### src/rtl/uart_status_tx_if.sv
// Status inputs and serial outputs of the game-status UART transmitter.
// master = status source (game controller / key decoder); slave = transmitter.
interface uart_status_tx_if;
  logic       game_start;
  logic       game_over;
  logic       p1_win;
  logic       p1_ready;
  logic       p2_ready;
  logic [3:0] p1_hp;
  logic [3:0] p2_hp;
  logic       send_req;
  logic       tx;
  logic       busy;

  modport master (
    output game_start, game_over, p1_win, p1_ready, p2_ready,
    output p1_hp, p2_hp, send_req,
    input  tx, busy
  );

  modport slave (
    input  game_start, game_over, p1_win, p1_ready, p2_ready,
    input  p1_hp, p2_hp, send_req,
    output tx, busy
  );
endinterface

### src/rtl/uart_status_tx.sv
// 8N1 transmitter sending a 4-byte status frame {A5, S, A, A5^S^A} whenever
// the game status changes or a frame is requested.
module uart_status_tx #(
  parameter int unsigned CLK_FREQ = 100_000_000,
  parameter int unsigned BAUD     = 115200
) (
  input  logic            clk,
  input  logic            rstn,
  uart_status_tx_if.slave bus
);

  localparam int unsigned   DIV       = CLK_FREQ / BAUD;
  localparam int unsigned   CW        = (DIV > 1) ? $clog2(DIV) : 1;
  localparam logic [CW-1:0] BAUD_LAST = CW'(DIV - 1);
  localparam logic [7:0]    SYNC      = 8'hA5;

  typedef enum logic [1:0] {
    IDLE  = 2'd0,
    START = 2'd1,
    DATA  = 2'd2,
    STOP  = 2'd3
  } state_e;

  state_e        state_q, state_d;
  logic [CW-1:0] baud_q, baud_d;
  logic [2:0]    bit_q, bit_d;
  logic [1:0]    byte_q, byte_d;
  logic [31:0]   frame_q, frame_d;
  logic [15:0]   last_q, last_d;
  logic          pending_q, pending_d;
  logic          tx_q, tx_d;
  logic          busy_q, busy_d;

  logic [7:0]    status;
  logic [7:0]    aux;
  logic [15:0]   snap;
  logic          trigger;
  logic          bit_end;
  logic [7:0]    byte_sel;

  assign status  = {3'b000, bus.p2_ready, bus.p1_ready, bus.p1_win,
                    bus.game_over, bus.game_start};
  assign aux     = {bus.p1_hp, bus.p2_hp};
  assign snap    = {status, aux};
  assign trigger = (snap != last_q) || bus.send_req;
  assign bit_end = (baud_q == BAUD_LAST);

  // Sequencing: every state other than IDLE lasts whole bit periods.
  always_comb begin
    state_d   = state_q;
    baud_d    = baud_q;
    bit_d     = bit_q;
    byte_d    = byte_q;
    frame_d   = frame_q;
    last_d    = last_q;
    pending_d = pending_q;

    unique case (state_q)
      IDLE: begin
        baud_d = '0;
        if (trigger || pending_q) begin
          state_d   = START;
          bit_d     = '0;
          byte_d    = '0;
          frame_d   = {SYNC ^ status ^ aux, aux, status, SYNC};
          last_d    = snap;
          pending_d = 1'b0;
        end
      end

      START: begin
        baud_d = bit_end ? '0 : baud_q + 1'b1;
        if (bit_end) begin
          state_d = DATA;
          bit_d   = '0;
        end
      end

      DATA: begin
        baud_d = bit_end ? '0 : baud_q + 1'b1;
        if (bit_end) begin
          if (bit_q == 3'd7) begin
            state_d = STOP;
          end else begin
            bit_d = bit_q + 3'd1;
          end
        end
      end

      STOP: begin
        baud_d = bit_end ? '0 : baud_q + 1'b1;
        if (bit_end) begin
          if (byte_q == 2'd3) begin
            state_d = IDLE;
          end else begin
            state_d = START;
            byte_d  = byte_q + 2'd1;
          end
        end
      end

      default: state_d = IDLE;
    endcase

    // Any trigger seen mid-frame collapses into a single follow-up frame.
    if (state_q != IDLE && trigger) begin
      pending_d = 1'b1;
    end
  end

  // tx and busy are registered from the next state so the line moves on
  // the same edge the FSM does.
  always_comb begin
    unique case (byte_d)
      2'd0:    byte_sel = frame_d[7:0];
      2'd1:    byte_sel = frame_d[15:8];
      2'd2:    byte_sel = frame_d[23:16];
      default: byte_sel = frame_d[31:24];
    endcase

    tx_d   = 1'b1;
    busy_d = (state_d != IDLE);
    unique case (state_d)
      START:   tx_d = 1'b0;
      DATA:    tx_d = byte_sel[bit_d];
      default: tx_d = 1'b1;
    endcase
  end

  always_ff @(posedge clk or negedge rstn) begin
    if (!rstn) begin
      state_q   <= IDLE;
      baud_q    <= '0;
      bit_q     <= '0;
      byte_q    <= '0;
      frame_q   <= '0;
      last_q    <= '0;
      pending_q <= 1'b0;
      tx_q      <= 1'b1;
      busy_q    <= 1'b0;
    end else begin
      state_q   <= state_d;
      baud_q    <= baud_d;
      bit_q     <= bit_d;
      byte_q    <= byte_d;
      frame_q   <= frame_d;
      last_q    <= last_d;
      pending_q <= pending_d;
      tx_q      <= tx_d;
      busy_q    <= busy_d;
    end
  end

  assign bus.tx   = tx_q;
  assign bus.busy = busy_q;

endmodule
### src/flat_wrapper.sv
// flat-port wrapper written by rule: the top's interface ports become plain ports
module uart_status_tx_flat 
#(
  parameter int unsigned CLK_FREQ = 100_000_000,
  parameter int unsigned BAUD     = 115200
)
  (clk, rstn, bus_game_start, bus_game_over, bus_p1_win, bus_p1_ready, bus_p2_ready, bus_p1_hp, bus_p2_hp, bus_send_req, bus_tx, bus_busy);
  uart_status_tx_if bus_i ();
  input  logic clk;
  input  logic rstn;
  input wire logic [$bits(bus_i.game_start)-1:0] bus_game_start;
  input wire logic [$bits(bus_i.game_over)-1:0] bus_game_over;
  input wire logic [$bits(bus_i.p1_win)-1:0] bus_p1_win;
  input wire logic [$bits(bus_i.p1_ready)-1:0] bus_p1_ready;
  input wire logic [$bits(bus_i.p2_ready)-1:0] bus_p2_ready;
  input wire logic [$bits(bus_i.p1_hp)-1:0] bus_p1_hp;
  input wire logic [$bits(bus_i.p2_hp)-1:0] bus_p2_hp;
  input wire logic [$bits(bus_i.send_req)-1:0] bus_send_req;
  output wire logic [$bits(bus_i.tx)-1:0] bus_tx;
  output wire logic [$bits(bus_i.busy)-1:0] bus_busy;
  assign bus_i.game_start = bus_game_start;
  assign bus_i.game_over = bus_game_over;
  assign bus_i.p1_win = bus_p1_win;
  assign bus_i.p1_ready = bus_p1_ready;
  assign bus_i.p2_ready = bus_p2_ready;
  assign bus_i.p1_hp = bus_p1_hp;
  assign bus_i.p2_hp = bus_p2_hp;
  assign bus_i.send_req = bus_send_req;
  assign bus_tx = bus_i.tx;
  assign bus_busy = bus_i.busy;
  uart_status_tx #(.CLK_FREQ(CLK_FREQ), .BAUD(BAUD)) u_core (.clk(clk), .rstn(rstn), .bus(bus_i));
endmodule
### config.mk
export PLATFORM = sky130hd
export DESIGN_NAME = uart_status_tx_flat
export DESIGN_NICKNAME = d
export VERILOG_FILES = /design/src/rtl/uart_status_tx_if.sv /design/src/rtl/uart_status_tx.sv /design/src/flat_wrapper.sv
export SDC_FILE = /design/constraint.sdc
export NUM_CORES = 1
export LEC_CHECK = 0
export BUFFER_PORTS_ARGS = -buffer_cell sky130_fd_sc_hd__buf_2
export CAP_MARGIN = 20
export CORE_MARGIN = 5
export CORE_UTILIZATION = 33
export CTS_BUF_LIST = sky130_fd_sc_hd__clkbuf_16
export DETAILED_ROUTE_END_ITERATION = 12
export RECOVER_POWER = 50
export SYNTH_ARGS = -nofsm -noshare
export SYNTH_HDL_FRONTEND = slang
export SYNTH_SLANG_ARGS = --single-unit
export TNS_END_PERCENT = 20
### constraint.sdc
create_clock -name clk -period 3.6 [get_ports clk]
set_input_delay 0.36 -clock clk [delete_from_list [all_inputs] [get_ports clk]]
set_output_delay 0.36 -clock clk [all_outputs]
set_load 0.02 [all_outputs]
==> impl_metrics.env, run 1 <==
export IMPL_finalSetupTns_ns=0
export IMPL_hold_path_class="in -> reg"
export IMPL_dr_pass1_iters=7
export IMPL_io_pin_count=18
export IMPL_drive_above_1_share_pct=11.1
export IMPL_via_per_inst=5.29
export IMPL_finalNetCount=450
export IMPL_fin_skew_ns=0.00761
export IMPL_worst_pin_slew_ns=1.61
export IMPL_ys_types=56
export IMPL_wl_um=9160
export IMPL_synth_most_common_cell="nand2_1"
export IMPL_grt_max_degree=44
export IMPL_yosys_warnings=0
export IMPL_vdd_drop_max_mv=0.199
export IMPL_setup_slack_ns=0.364
export IMPL_violations="capacitance limit, slew limit"
export IMPL_synthTopCellsByArea="dfrtp_1 (45%), nand2_1 (11%), xor2_1 (3.4%), nor2_1 (3.1%), xnor2_1 (2.9%)"
export IMPL_crit_type="reg -> reg"
export IMPL_vias=3026
export IMPL_synthDominantCellAreaShare_pct=44.6
export IMPL_numCtsBuffers=9
export IMPL_insertion_delay_ns=0.33
export IMPL_post_cts_buffers=0
export IMPL_fin_crit_ns=3.24
export IMPL_cts_sinks=65
export IMPL_yosysTopAreaCell="dfrtp_1"
export IMPL_rsz0062_at_grt="no"
export IMPL_synth_cells=412
export IMPL_grt_pass1_wl_um=15300
export IMPL_worstPathArrival_ns=3.47
export IMPL_path_clk_slew_ns=0.05
export IMPL_die_h_um=114
export IMPL_drc_errors=0
export IMPL_hold_viol=0
export IMPL_slew_headroom_pct=-7.62
export IMPL_fmax_ghz=0.309
export IMPL_total_power_mw=1.74
export IMPL_start_util_pct=33.4
export IMPL_hold_ws_ns=0.320
export IMPL_crit_fanout=9
export IMPL_grt_use_total_pct=14.9
export IMPL_pre_cts_ws_ns=0.442
export IMPL_synth_edf_count=0
export IMPL_wl_per_cell_um=16.0
export IMPL_post_route_util_pct=38.3
export IMPL_power_density_mw_per_mm2=423
export IMPL_ant_nets=0
export IMPL_antenna_found_initial=0
export IMPL_n_antenna_cell=0
export IMPL_maxSlewViolCount=30
export IMPL_maxCapViolations=1
export IMPL_core_area_sq_mm=0.0107
export IMPL_ys_ff_latch=65
export IMPL_status="finished, violations left"
export IMPL_grt_ovfl_total=0
export IMPL_crit_required_ns=3.84
export IMPL_avgSynthCellArea_sq_um=8.71
export IMPL_clk_path_buf_depth=2
export IMPL_grt_pass1_vias=2964
export IMPL_endpoint_kind="register"
export IMPL_cts_tree="done"
export IMPL_synth_seq_area_share_pct=45.3
export IMPL_syn_to_final_growth_pct=14.5
export IMPL_cts_hold_buf=0
export IMPL_synth_top_cells_by_count="nand2_1 (104), dfrtp_1 (64), nor2_1 (30)"
export IMPL_start_kind="register"
export IMPL_setup_viol=0
export IMPL_hpwl_um=6840
export IMPL_cts_resized_gates=0
export IMPL_die_area_sq_mm=0.0131
export IMPL_period_share_pct=89.9
export IMPL_synthArstFlopShare_pct=100
export IMPL_io_buffer_count=17
export IMPL_leakagePower_nw=1.90
export IMPL_htree_num_levels=3
export IMPL_synth_nets=434
export IMPL_routabilityCongestion=0.892
export IMPL_row_count=38
export IMPL_netlist_area_sq_mm=0.00359
export IMPL_cts_root_buffer="clkbuf_16"
export IMPL_synth_ff_type="dfrtp_1"
export IMPL_chipWidth_um=114
export IMPL_drtIter0Drc=413
-- worst paths after layout --
check / end / start / cells past startpoint / slack (ns)
worst max-delay path: u_core.bus.tx / u_core.state_q[0] / 11 / 0.36
worst min-delay path: u_core.last_q[3] / bus_p2_hp[3] / 3 / 0.32
worst max register to register: u_core.bus.tx / u_core.state_q[0] / 11 / 0.36
worst min register to register: u_core.frame_q[30] / u_core.frame_q[30] / 2 / 0.48
max in group asynchronous: u_core.bit_q[0] / rstn / 2 / 1.47
min in group asynchronous: u_core.baud_q[5] / rstn / 1 / 0.43
-- cell type report --
cell class / count / area, sq um
clock inverters: 6 / 76.3
multi-input cells: 314 / 1830
clock buffers: 9 / 225
repair buffers: 23 / 120
well taps: 140 / 175
flip-flops and latches: 65 / 1630
inverters: 15 / 56.3
fillers: 1141 / 6630
-- stage by stage --
stage,cells,instance area (sq um)
after floorplan,412,3590
after global placement,557,3820
after detailed placement,557,3820
after CTS,572,4120
after global routing,572,4110
final,572,4110
-- cells by family after synthesis --
| logic type | Yosys count | share of synthesized area (%) |
|---|---|---|
| multiplexers | 6 | 1.67 |
| AND/OR/NAND/NOR | 199 | 25.9 |
| flip-flops | 65 | 45.3 |
| XOR/XNOR | 26 | 6.34 |
| AO/OA/AOI/OAI | 77 | 14.7 |
| adder cells (fa/ha/maj) | 6 | 2.09 |
| buffers and inverters | 33 | 3.97 |
-- layout by cell type, fill, tap and decap left out, types with 3 or more instances in the layout --
cell       count
and3_1         5
inv_1         16
ha_1           6
o21ai_0       17
o22ai_1        3
mux2i_1        6
buf_4          4
dfrtp_1       64
o311a_1        3
nand2b_1       6
nand4_1        3
a211oi_1       4
clkbuf_16      9
xnor2_1       12
a31o_2         3
and2_1         8
nor3_1         7
clkbuf_1       4
nor4_1         6
nand3_1       16
buf_2         15
nor2_1        30
nand2_1      104
xor2_1        14
o211ai_1       5
a21oi_1       20
-- where the power goes --
group	leakage (nW)	internal (mW)	switching (mW)	total, mW
Sequential	0.786	0.747	0.0117	0.759
Clock	0.155	0.593	0.304	0.897
Combinational	0.956	0.0276	0.0541	0.0817
Total	1.90	1.37	0.370	1.74
-- flip-flops by register name, summed over array words and instances, names as in the netlist --
signal,flops
u_core.bus.busy,1
u_core.bit_q,3
u_core.baud_q,10
u_core.last_q,13
u_core.pending_q,1
u_core.frame_q,32
u_core.state_q,2
u_core.byte_q,2
u_core.bus.tx,1
-- routing by layer --
metal  vias up  GRT usage (%)  part of all wire, %
met5         -              0                    0
met4         0           5.15                  2.7
met3        26           4.33                  5.4
met2        97           23.5                   46
met1      1449           19.7                   46
li1       1454              -                    -
-- critical path: stages, from the launching register on --
cell and delay, ns:
dfrtp_1 0.42, inv_1 0.10, ha_1 0.34, and4bb_2 0.33
a41oi_1 0.22, nor2_1 0.62, mux2i_1 0.25, a211oi_1 0.10
a22oi_1 0.21, o22ai_1 0.13, nor4_1 0.28, a31oi_1 0.13
No activity file was read; power rests on OpenSTA's default activity.
==> inputs of run 2 (changes only) <==
--- a/config.mk
+++ b/config.mk
@@ -9,8 +9,8 @@
 export CAP_MARGIN = 20
 export CORE_MARGIN = 5
 export CORE_UTILIZATION = 33
-export CTS_BUF_LIST = sky130_fd_sc_hd__clkbuf_16
 export DETAILED_ROUTE_END_ITERATION = 12
+export HOLD_SLACK_MARGIN = 0.03
 export RECOVER_POWER = 50
 export SYNTH_ARGS = -nofsm -noshare
 export SYNTH_HDL_FRONTEND = slang
==> impl_metrics.env, run 2 (synthesized netlist as in run 1, its figures left out) <==
export IMPL_setup_viol=0
export IMPL_cts_tree="done"
export IMPL_io_pin_count=18
export IMPL_grt_max_degree=44
export IMPL_crit_type="reg -> reg"
export IMPL_die_h_um=114
export IMPL_power_density_mw_per_mm2=377
export IMPL_crit_buf_inv=1
export IMPL_largest_register="u_core.frame_q"
export IMPL_place_inst=557
export IMPL_hold_path_class="in -> reg"
export IMPL_syn_to_final_growth_pct=12.0
export IMPL_layout_common_cells="nand2_1 (104), dfrtp_1 (64), nor2_1 (30), a21oi_1 (20), o21ai_0 (17)"
export IMPL_routabilityCongestion=0.892
export IMPL_start_util_pct=33.4
export IMPL_vdd_drop_max_mv=0.210
export IMPL_n_fill_cell=1153
export IMPL_rsz0062_at_grt="no"
export IMPL_start_kind="register"
export IMPL_row_count=38
export IMPL_insertion_delay_ns=0.34
export IMPL_largest_registers="u_core.frame_q: 32 flops, u_core.last_q: 13 flops, u_core.baud_q: 10 flops"
export IMPL_met1_usage_pct=19.9
export IMPL_top_usage_layer="met2"
export IMPL_hold_viol=0
export IMPL_wl_um=9150
export IMPL_period_share_pct=89.0
export IMPL_crit_fanout=9
export IMPL_post_cts_buffers=0
export IMPL_core_area_sq_mm=0.0107
export IMPL_cts_hold_buf=0
export IMPL_die_area_sq_mm=0.0131
export IMPL_finalNetCount=450
export IMPL_path_clk_slew_ns=0.07
export IMPL_fmax_ghz=0.312
export IMPL_wl_per_cell_um=16.0
export IMPL_final_common_cell="nand2_1"
export IMPL_finalSetupTns_ns=0
export IMPL_dr_pass1_iters=5
export IMPL_clk_path_buf_depth=2
export IMPL_hpwl_um=6840
export IMPL_htree_num_levels=3
export IMPL_post_route_util_pct=37.4
export IMPL_drtIter0Drc=361
export IMPL_slew_headroom_pct=-8.00
export IMPL_gr_usage_met2_pct=23.8
export IMPL_vias=3021
export IMPL_worst_pin_slew_ns=1.62
export IMPL_total_power_mw=1.52
export IMPL_finalNonFillerCells=572
export IMPL_antenna_found_initial=0
export IMPL_grt_ovfl_total=0
export IMPL_numCtsBuffers=9
export IMPL_n_antenna_cell=0
export IMPL_multi_input_comb_area_sq_mm=0.00183
export IMPL_worstPathArrival_ns=3.45
export IMPL_endpoint_kind="register"
export IMPL_cp_top_family="simple AND/OR/NAND/NOR gates"
export IMPL_crit_chain="inv_1 > ha_1 > and4bb_2 > a41oi_1 > nor2_1 > mux2i_1 > a211oi_1 > a22oi_1 > o22ai_1 > nor4_1 > a31oi_1"
export IMPL_drive_above_1_share_pct=11.3
export IMPL_cts_root_buffer="clkbuf_8"
export IMPL_status="finished, violations left"
export IMPL_io_buffer_count=17
export IMPL_maxSlewViolCount=30
export IMPL_met3_usage_pct=4.28
export IMPL_maxCapViolations=1
export IMPL_cpPeakStageDelay_ns=0.58
export IMPL_slowest_stage="nor2_1"
export IMPL_cts_sinks=65
export IMPL_largest_reg_flops=32
export IMPL_cts_resized_gates=0
export IMPL_violations="capacitance limit, slew limit"
export IMPL_regArea_sq_mm=0.00163
export IMPL_grt_pass1_wl_um=15300
export IMPL_ant_nets=0
export IMPL_drc_errors=0
export IMPL_hold_ws_ns=0.311
export IMPL_fin_skew_ns=0.0109
export IMPL_chipWidth_um=114
export IMPL_crit_required_ns=3.84
export IMPL_fin_crit_ns=3.21
export IMPL_grt_use_total_pct=14.9
export IMPL_grt_pass1_vias=2939
export IMPL_via_per_inst=5.28
export IMPL_leakagePower_nw=1.85
[run 2: final cells by class]
cell class	instances	share of cell area (%)
multi-input combinational	314	45.5
clock buffer	12	3.61
sequential	65	40.5
tap	140	4.36
inverter	15	1.40
clock inverter	3	1.62
timing repair buffer	23	2.99
[run 2: final timing paths]
path,cells past startpoint,to,from,slack [ns]
setup / recovery,11,u_core.bus.tx,u_core.state_q[0],0.39
hold / removal,3,u_core.last_q[3],bus_p2_hp[3],0.31
setup reg to reg,11,u_core.bus.tx,u_core.state_q[0],0.39
hold reg to reg,2,u_core.frame_q[12],u_core.frame_q[12],0.48
max in group asynchronous,2,u_core.bus.busy,rstn,1.49
min in group asynchronous,1,u_core.baud_q[5],rstn,0.42
[run 2: per-stage QoR]
stage / setup slack (ns) / instance area, sq um
after floorplan: 0.871 / 3590
after global placement: 0.493 / 3820
after detailed placement: 0.442 / 3820
after CTS: 0.403 / 4030
after global routing: 0.222 / 4020
final: 0.395 / 4020
[run 2: layer usage]
| layer | wire length [um] | share of wire (%) |
|---|---|---|
| met4 | 189 | 2.1 |
| met5 | 0 | 0 |
| met3 | 411 | 4.5 |
| met1 | 4210 | 46 |
| met2 | 4340 | 47 |
[run 2: worst reg2reg max path: stages (launching register included)]
cell	delay [ns]
dfrtp_1	0.43
inv_1	0.10
ha_1	0.34
and4bb_2	0.34
a41oi_1	0.22
nor2_1	0.58
mux2i_1	0.25
a211oi_1	0.11
a22oi_1	0.21
o22ai_1	0.13
nor4_1	0.28
a31oi_1	0.13
[run 2: power by group]
group | internal, mW | total (mW) | switching [mW]
Clock | 0.405 | 0.677 | 0.272
Combinational | 0.0276 | 0.0824 | 0.0548
Sequential | 0.746 | 0.757 | 0.0114
